$ cat src/rtl/cmplx_mult_pkg.sv
// Shared types, field offsets and the sum reduction decision for the complex multiplier array.
// Define CMPLX_MULT_SAT_EN to saturate the sums instead of wrapping them.
package cmplx_mult_pkg;

  typedef enum logic [1:0] {IDLE, MUL, ADD, DONE} unit_state_e;
  typedef enum logic [1:0] {RED_KEEP, RED_POS, RED_NEG} reduce_e;

  // Field index of each component, in units of its own width, from the LSB end.
  localparam int A_RE_FIELD = 3;
  localparam int A_IM_FIELD = 2;
  localparam int B_RE_FIELD = 1;
  localparam int B_IM_FIELD = 0;
  localparam int P_RE_FIELD = 1;
  localparam int P_IM_FIELD = 0;

`ifdef CMPLX_MULT_SAT_EN
  localparam bit SAT_EN = 1'b1;
`else
  localparam bit SAT_EN = 1'b0;
`endif

  // The two top bits of the widened sum disagree exactly when it overflows the narrow result.
  function automatic reduce_e reduce_mode(input logic sum_sign, input logic sum_msb);
    if (SAT_EN && !sum_sign && sum_msb) return RED_POS;
    if (SAT_EN && sum_sign && !sum_msb) return RED_NEG;
    return RED_KEEP;
  endfunction

endpackage

$ cat src/rtl/complex_mult_unit.sv
// One two-stage complex multiply unit: operands latched on load, products, then reduced sums
// held in DONE until unloaded.
module complex_mult_unit
  import cmplx_mult_pkg::*;
#(
  parameter int DATA_WIDTH = 8
) (
  input  logic                    clk,
  input  logic                    rst,
  input  logic                    load,
  input  logic                    unload,
  input  logic [4*DATA_WIDTH-1:0] op_data,
  output unit_state_e             state,
  output logic [4*DATA_WIDTH-1:0] result
);

  localparam int W  = DATA_WIDTH;
  localparam int PW = 2 * DATA_WIDTH;

  unit_state_e state_q, state_d;
  logic signed [W-1:0]  a_re, a_im, b_re, b_im;
  logic signed [PW-1:0] p_rr, p_ii, p_ri, p_ir;
  logic signed [PW:0]   sum_re, sum_im;

  assign state = state_q;

  always_comb begin
    state_d = state_q;
    unique case (state_q)
      IDLE:    if (load) state_d = MUL;
      MUL:     state_d = ADD;
      ADD:     state_d = DONE;
      DONE:    if (unload) state_d = IDLE;
      default: state_d = IDLE;
    endcase
  end

  always_ff @(posedge clk) begin
    if (rst) state_q <= IDLE;
    else     state_q <= state_d;
  end

  always_ff @(posedge clk) begin
    if (rst) begin
      a_re <= '0;
      a_im <= '0;
      b_re <= '0;
      b_im <= '0;
    end else if (state_q == IDLE && load) begin
      a_re <= op_data[A_RE_FIELD*W +: W];
      a_im <= op_data[A_IM_FIELD*W +: W];
      b_re <= op_data[B_RE_FIELD*W +: W];
      b_im <= op_data[B_IM_FIELD*W +: W];
    end
  end

  always_ff @(posedge clk) begin
    if (rst) begin
      p_rr <= '0;
      p_ii <= '0;
      p_ri <= '0;
      p_ir <= '0;
    end else if (state_q == MUL) begin
      p_rr <= PW'(a_re) * PW'(b_re);
      p_ii <= PW'(a_im) * PW'(b_im);
      p_ri <= PW'(a_re) * PW'(b_im);
      p_ir <= PW'(a_im) * PW'(b_re);
    end
  end

  assign sum_re = (PW+1)'(p_rr) - (PW+1)'(p_ii);
  assign sum_im = (PW+1)'(p_ri) + (PW+1)'(p_ir);

  function automatic logic [PW-1:0] reduce(input logic signed [PW:0] s);
    unique case (reduce_mode(s[PW], s[PW-1]))
      RED_POS: return {1'b0, {(PW-1){1'b1}}};
      RED_NEG: return {1'b1, {(PW-1){1'b0}}};
      default: return s[PW-1:0];
    endcase
  endfunction

  always_ff @(posedge clk) begin
    if (rst) begin
      result <= '0;
    end else if (state_q == ADD) begin
      result[P_RE_FIELD*PW +: PW] <= reduce(sum_re);
      result[P_IM_FIELD*PW +: PW] <= reduce(sum_im);
    end
  end

endmodule

$ cat src/rtl/complex_nr_mult_array.sv
// Round-robin array of complex multiply units with in-order result return.
// CMPLX_MULT_SAT_EN selects saturating instead of wrapping sum reduction.
module complex_nr_mult_array
  import cmplx_mult_pkg::*;
#(
  parameter int DATA_WIDTH = 8,
  parameter int NUM_UNITS  = 4
) (
  input  logic                           clk,
  input  logic                           rst,
  input  logic                           sw_rst,
  input  logic                           op_val,
  output logic                           op_ready,
  input  logic [4*DATA_WIDTH-1:0]        op_data,
  output logic                           res_val,
  input  logic                           res_ready,
  output logic [4*DATA_WIDTH-1:0]        res_data,
  output logic [$clog2(NUM_UNITS+1)-1:0] in_flight
);

  localparam int PTR_W = (NUM_UNITS > 1) ? $clog2(NUM_UNITS) : 1;
  localparam int CNT_W = $clog2(NUM_UNITS + 1);

  logic                    reset;
  logic                    op_fire, res_fire;
  logic [PTR_W-1:0]        wr_ptr, rd_ptr;
  unit_state_e             unit_state  [NUM_UNITS];
  logic [4*DATA_WIDTH-1:0] unit_result [NUM_UNITS];

  function automatic logic [PTR_W-1:0] next_ptr(input logic [PTR_W-1:0] p);
    return (p == PTR_W'(NUM_UNITS - 1)) ? '0 : p + 1'b1;
  endfunction

  assign reset    = rst | sw_rst;
  assign op_ready = (unit_state[wr_ptr] == IDLE) && !reset;
  assign res_val  = (unit_state[rd_ptr] == DONE);
  assign res_data = res_val ? unit_result[rd_ptr] : '0;
  assign op_fire  = op_val && op_ready;
  assign res_fire = res_val && res_ready;

  for (genvar i = 0; i < NUM_UNITS; i++) begin : g_unit
    complex_mult_unit #(.DATA_WIDTH(DATA_WIDTH)) u_unit (
      .clk    (clk),
      .rst    (reset),
      .load   (op_fire && (wr_ptr == PTR_W'(i))),
      .unload (res_fire && (rd_ptr == PTR_W'(i))),
      .op_data(op_data),
      .state  (unit_state[i]),
      .result (unit_result[i])
    );
  end

  always_ff @(posedge clk) begin
    if (reset) begin
      wr_ptr <= '0;
      rd_ptr <= '0;
    end else begin
      if (op_fire)  wr_ptr <= next_ptr(wr_ptr);
      if (res_fire) rd_ptr <= next_ptr(rd_ptr);
    end
  end

  always_ff @(posedge clk) begin
    if (reset) begin
      in_flight <= '0;
    end else begin
      unique case ({op_fire, res_fire})
        2'b10:   in_flight <= in_flight + CNT_W'(1);
        2'b01:   in_flight <= in_flight - CNT_W'(1);
        default: in_flight <= in_flight;
      endcase
    end
  end

endmodule
$ cat config.mk
export PLATFORM = sky130hd
export DESIGN_NAME = complex_nr_mult_array
export DESIGN_NICKNAME = d
export VERILOG_FILES = /design/src/rtl/cmplx_mult_pkg.sv /design/src/rtl/complex_mult_unit.sv /design/src/rtl/complex_nr_mult_array.sv
export SDC_FILE = /design/constraint.sdc
export NUM_CORES = 2
export LEC_CHECK = 0
export ABC_CLOCK_PERIOD_IN_PS = 5900
export CORE_AREA = 2 2 469 471
export DETAILED_ROUTE_END_ITERATION = 7
export DIE_AREA = 0 0 471 473
export SYNTH_ARGS = -nofsm -noshare
export SYNTH_HDL_FRONTEND = slang
export SYNTH_SLANG_ARGS = --single-unit
$ cat constraint.sdc
create_clock -name clk -period 5.9 [get_ports clk]
set_input_delay 1.18 -clock clk [delete_from_list [all_inputs] [get_ports clk]]
set_output_delay 1.18 -clock clk [all_outputs]
set_load 0.02 [all_outputs]
==> run metrics <==
status complete, no violations; I/O pin total between 70 and 80; Pint 0.00591 W; setup TNS 0 ps; H-tree depth 2; Synth warnings 0; Port-buffer cells between 70 and 80; DP Worst Slack roughly 810 ps; antenna violation net count after detailed routing 0; Skew-Pair Late Insertion Delay 700 ps; row count roughly 170; FFs w/ async S/R, synth 0%; Slew Viols, Final 0; post-synth cell types around 90; CTS root buf clkbuf_16; Avg Inst Size Synth around 8.8 um2; largest net degree at the start of global routing 178; Total GRT Usage approximately 17%; Final Worst Setup Slack between 500 and 600 ps; global-route wire length before repair about 290000 um; crit path max fanout approximately 40; PwrDens around 110 mW/mm2; Worst Path Arrival 4220 ps; DR DRC count 0; Fin Clk Skew 31.5 ps; crit path launch rd_ptr[0]; LEAKAGE ~32 nW; Post-synth EDFFs 0; switching power approximately 0.002 W; total global routing overflow 0; mapped cell area about 0.065 mm2; Hold Fails Final Rpt 0; final net count between 8000 and 9000; clock buffer depth 3; top cells by area, synth fa_1 (27%), dfxtp_1 (16%), ha_1 (12%); Post-CTS Setup Inserts 0; period utilisation layout around 91%; Clk pin slew, worst setup/hold paths approximately 70 ps; Rel. slew slack roughly 22%; r2r setup slk 800 ps; switching portion of total power between 20% and 30%; die area between 0.2 and 0.25 mm2; WL final roughly 180000 um; layout cells sized above 1 under 10%; Cells after Synth roughly 7400; Yosys top cell by area fa_1; count leader, synth inv_1; number of max-cap violations 0; Die Wd between 400 and 500 um; Finish-stage setup viols 0; Least-Margin Pin Slew between 1000 and 1500 ps; cells on worst reg2reg path 17; Combinational Power Share approximately 3.7%; Starting Density between 20% and 30%; clock sinks 527; sequential area share after synthesis 16.2%; CTS tree built; Die Ht 473 um; Most used DFF post-synth dfxtp_1; register area about 0.011 mm2; Clock power frac between 50% and 60%; max frequency 185 MHz; VDD IR max about 0.23 mV; crit path time final ~5400 ps; Post-Route Utilization 32.4%; Post-CTS Resized 0; via count just under 50000; Critical R2R Launch g_unit[3].u_unit.a_re[3]; final HPWL from detailed placement roughly 140000 um; sequential power share around 45%; number of global-route vias before repair slightly below 50000; Synth top cells by count inv_1 (1349), fa_1 (889), and2_1 (668); RSZ-0062 raised after global routing no; flops & latches, synth 527; Layout area overhead 8.76%; DRT Pass-1 Iters 5; CORE AREA 0.218 mm2; Iter 0 DRT Violations about 2700; area of the multi-input gates between 0.04 and 0.05 mm2; wire per inst roughly 18 um; reg2reg end g_unit[3].u_unit.p_rr[14]; Setup crit end kind output pin; GP Congestion approximately 0.88; Setup Crit Path Kind flip-flop to output pin; TritonCTS buffer count around 60; crit path launch type flip-flop; via/cell ratio 4.77; syn_nets 8932; CTS Hold Buffers Added 0; antenna violations before repair 12; worst hold path type flip-flop to flip-flop; filler instances 22600; Synth top area share a little over a quarter; required time worst endpoint about 4700 ps; end of the critical path res_data[21]
## metal layers
metal	vias to the layer above	wire length, um	GRT usage [%]
li1	23000	-	-
met1	24400	75900	20.1
met2	1032	89800	28.7
met3	285	8210	2.16
met4	2	9890	8.22
met5	-	13	0
## power by group through the flow
stage	registers [W]	logic, W	clock network [W]
after global routing	0.00358	0.000306	0.00423
after detailed placement	0.00366	0.000292	0
final	0.00358	0.000295	0.00403
after CTS	0.00358	0.000293	0.00411
after floorplan	0.00365	0.000132	0
after global placement	0.00366	0.000291	0
## layout make-up
type                            count  share of cell area, %
Clock buffer                       81                   2.41
Tap cell                         2871                   5.09
Clock inverter                     26                  0.473
Inverter                         1352                   7.19
Sequential cell                   527                   14.9
Multi-Input combinational cell   5224                   68.2
Timing Repair Buffer              126                   1.63
Antenna cell                        8                 0.0283
## through the flow
stage                     power (W)  instances  area, um2  hold WS, ps
after floorplan             0.00378       7397      64900          420
after global placement      0.00395      10100      68600          443
after detailed placement    0.00395      10100      68600          452
after CTS                   0.00799      10200      70600          464
after global routing        0.00812      10200      70600          486
final                       0.00791      10200      70600          465
## cell families (layout without fill, tap and decap cells)
kind of cell | count (synthesis) | count (layout) | synth area share (%)
other | 0 | 8 | 0
xor gates and xnor gates | 315 | 315 | 4.25
muxes | 255 | 255 | 4.58
DFF | 527 | 527 | 16.2
buffers and inverters | 1646 | 1585 | 9.61
and+or+nand+nor | 2243 | 2243 | 17.4
adders and majority gates | 1498 | 1498 | 39.1
AOI/OAI and AO/OA | 913 | 913 | 8.82
## worst max-delay path: stages, from the launching register on
cell and delay (ps):
dfxtp_2 1050, nand3_1 270, o311ai_1 220, o21ai_4 400
nor2b_1 840, clkdlybuf4s50_1 760
## cells in the final DEF, fill, tap and decap left out, types with 68 or more instances in the layout
cell             Yosys  final
inv_1             1349   1349
fa_1               889    889
and2_1             668    668
nand2_1            620    620
ha_1               609    602
dfxtp_1            527    525
nor2_1             445    444
a21oi_1            363    363
xnor2_1            247    247
mux2i_1            206    206
nor2b_1            174    174
o21ai_0            151    151
a211oi_1            87     87
nor3_1              79     79
nand3_1             76     76
a21o_1              75     75
clkdlybuf4s50_1      0     73
xor2_1              68     68
## worst min path at each step
stage                                 from                           to  cells after the start
6_report        g_unit[2].u_unit.result[4]   g_unit[2].u_unit.result[4]                      2
5_1_grt           g_unit[3].u_unit.p_rr[0]     g_unit[3].u_unit.p_rr[0]                      2
4_1_cts         g_unit[2].u_unit.result[4]   g_unit[2].u_unit.result[4]                      2
3_5_place_dp   g_unit[3].u_unit.result[29]  g_unit[3].u_unit.result[29]                      2
3_3_place_gp   g_unit[3].u_unit.result[29]  g_unit[3].u_unit.result[29]                      2
2_1_floorplan  g_unit[1].u_unit.result[12]  g_unit[1].u_unit.result[12]                      2
## state kept, by name, summed over array words and instances (netlist names), 3 cells and up
name and count:
g_unit.u_unit.p_ir 64, in_flight 3, g_unit.u_unit.a_re 32, g_unit.u_unit.p_rr 64
g_unit.u_unit.b_im 32, g_unit.u_unit.p_ii 64, g_unit.u_unit.b_re 32, g_unit.u_unit.state 8
g_unit.u_unit.p_ri 64, g_unit.u_unit.a_im 32, g_unit.u_unit.result 128
No activity file was read; power rests on OpenSTA's default activity.
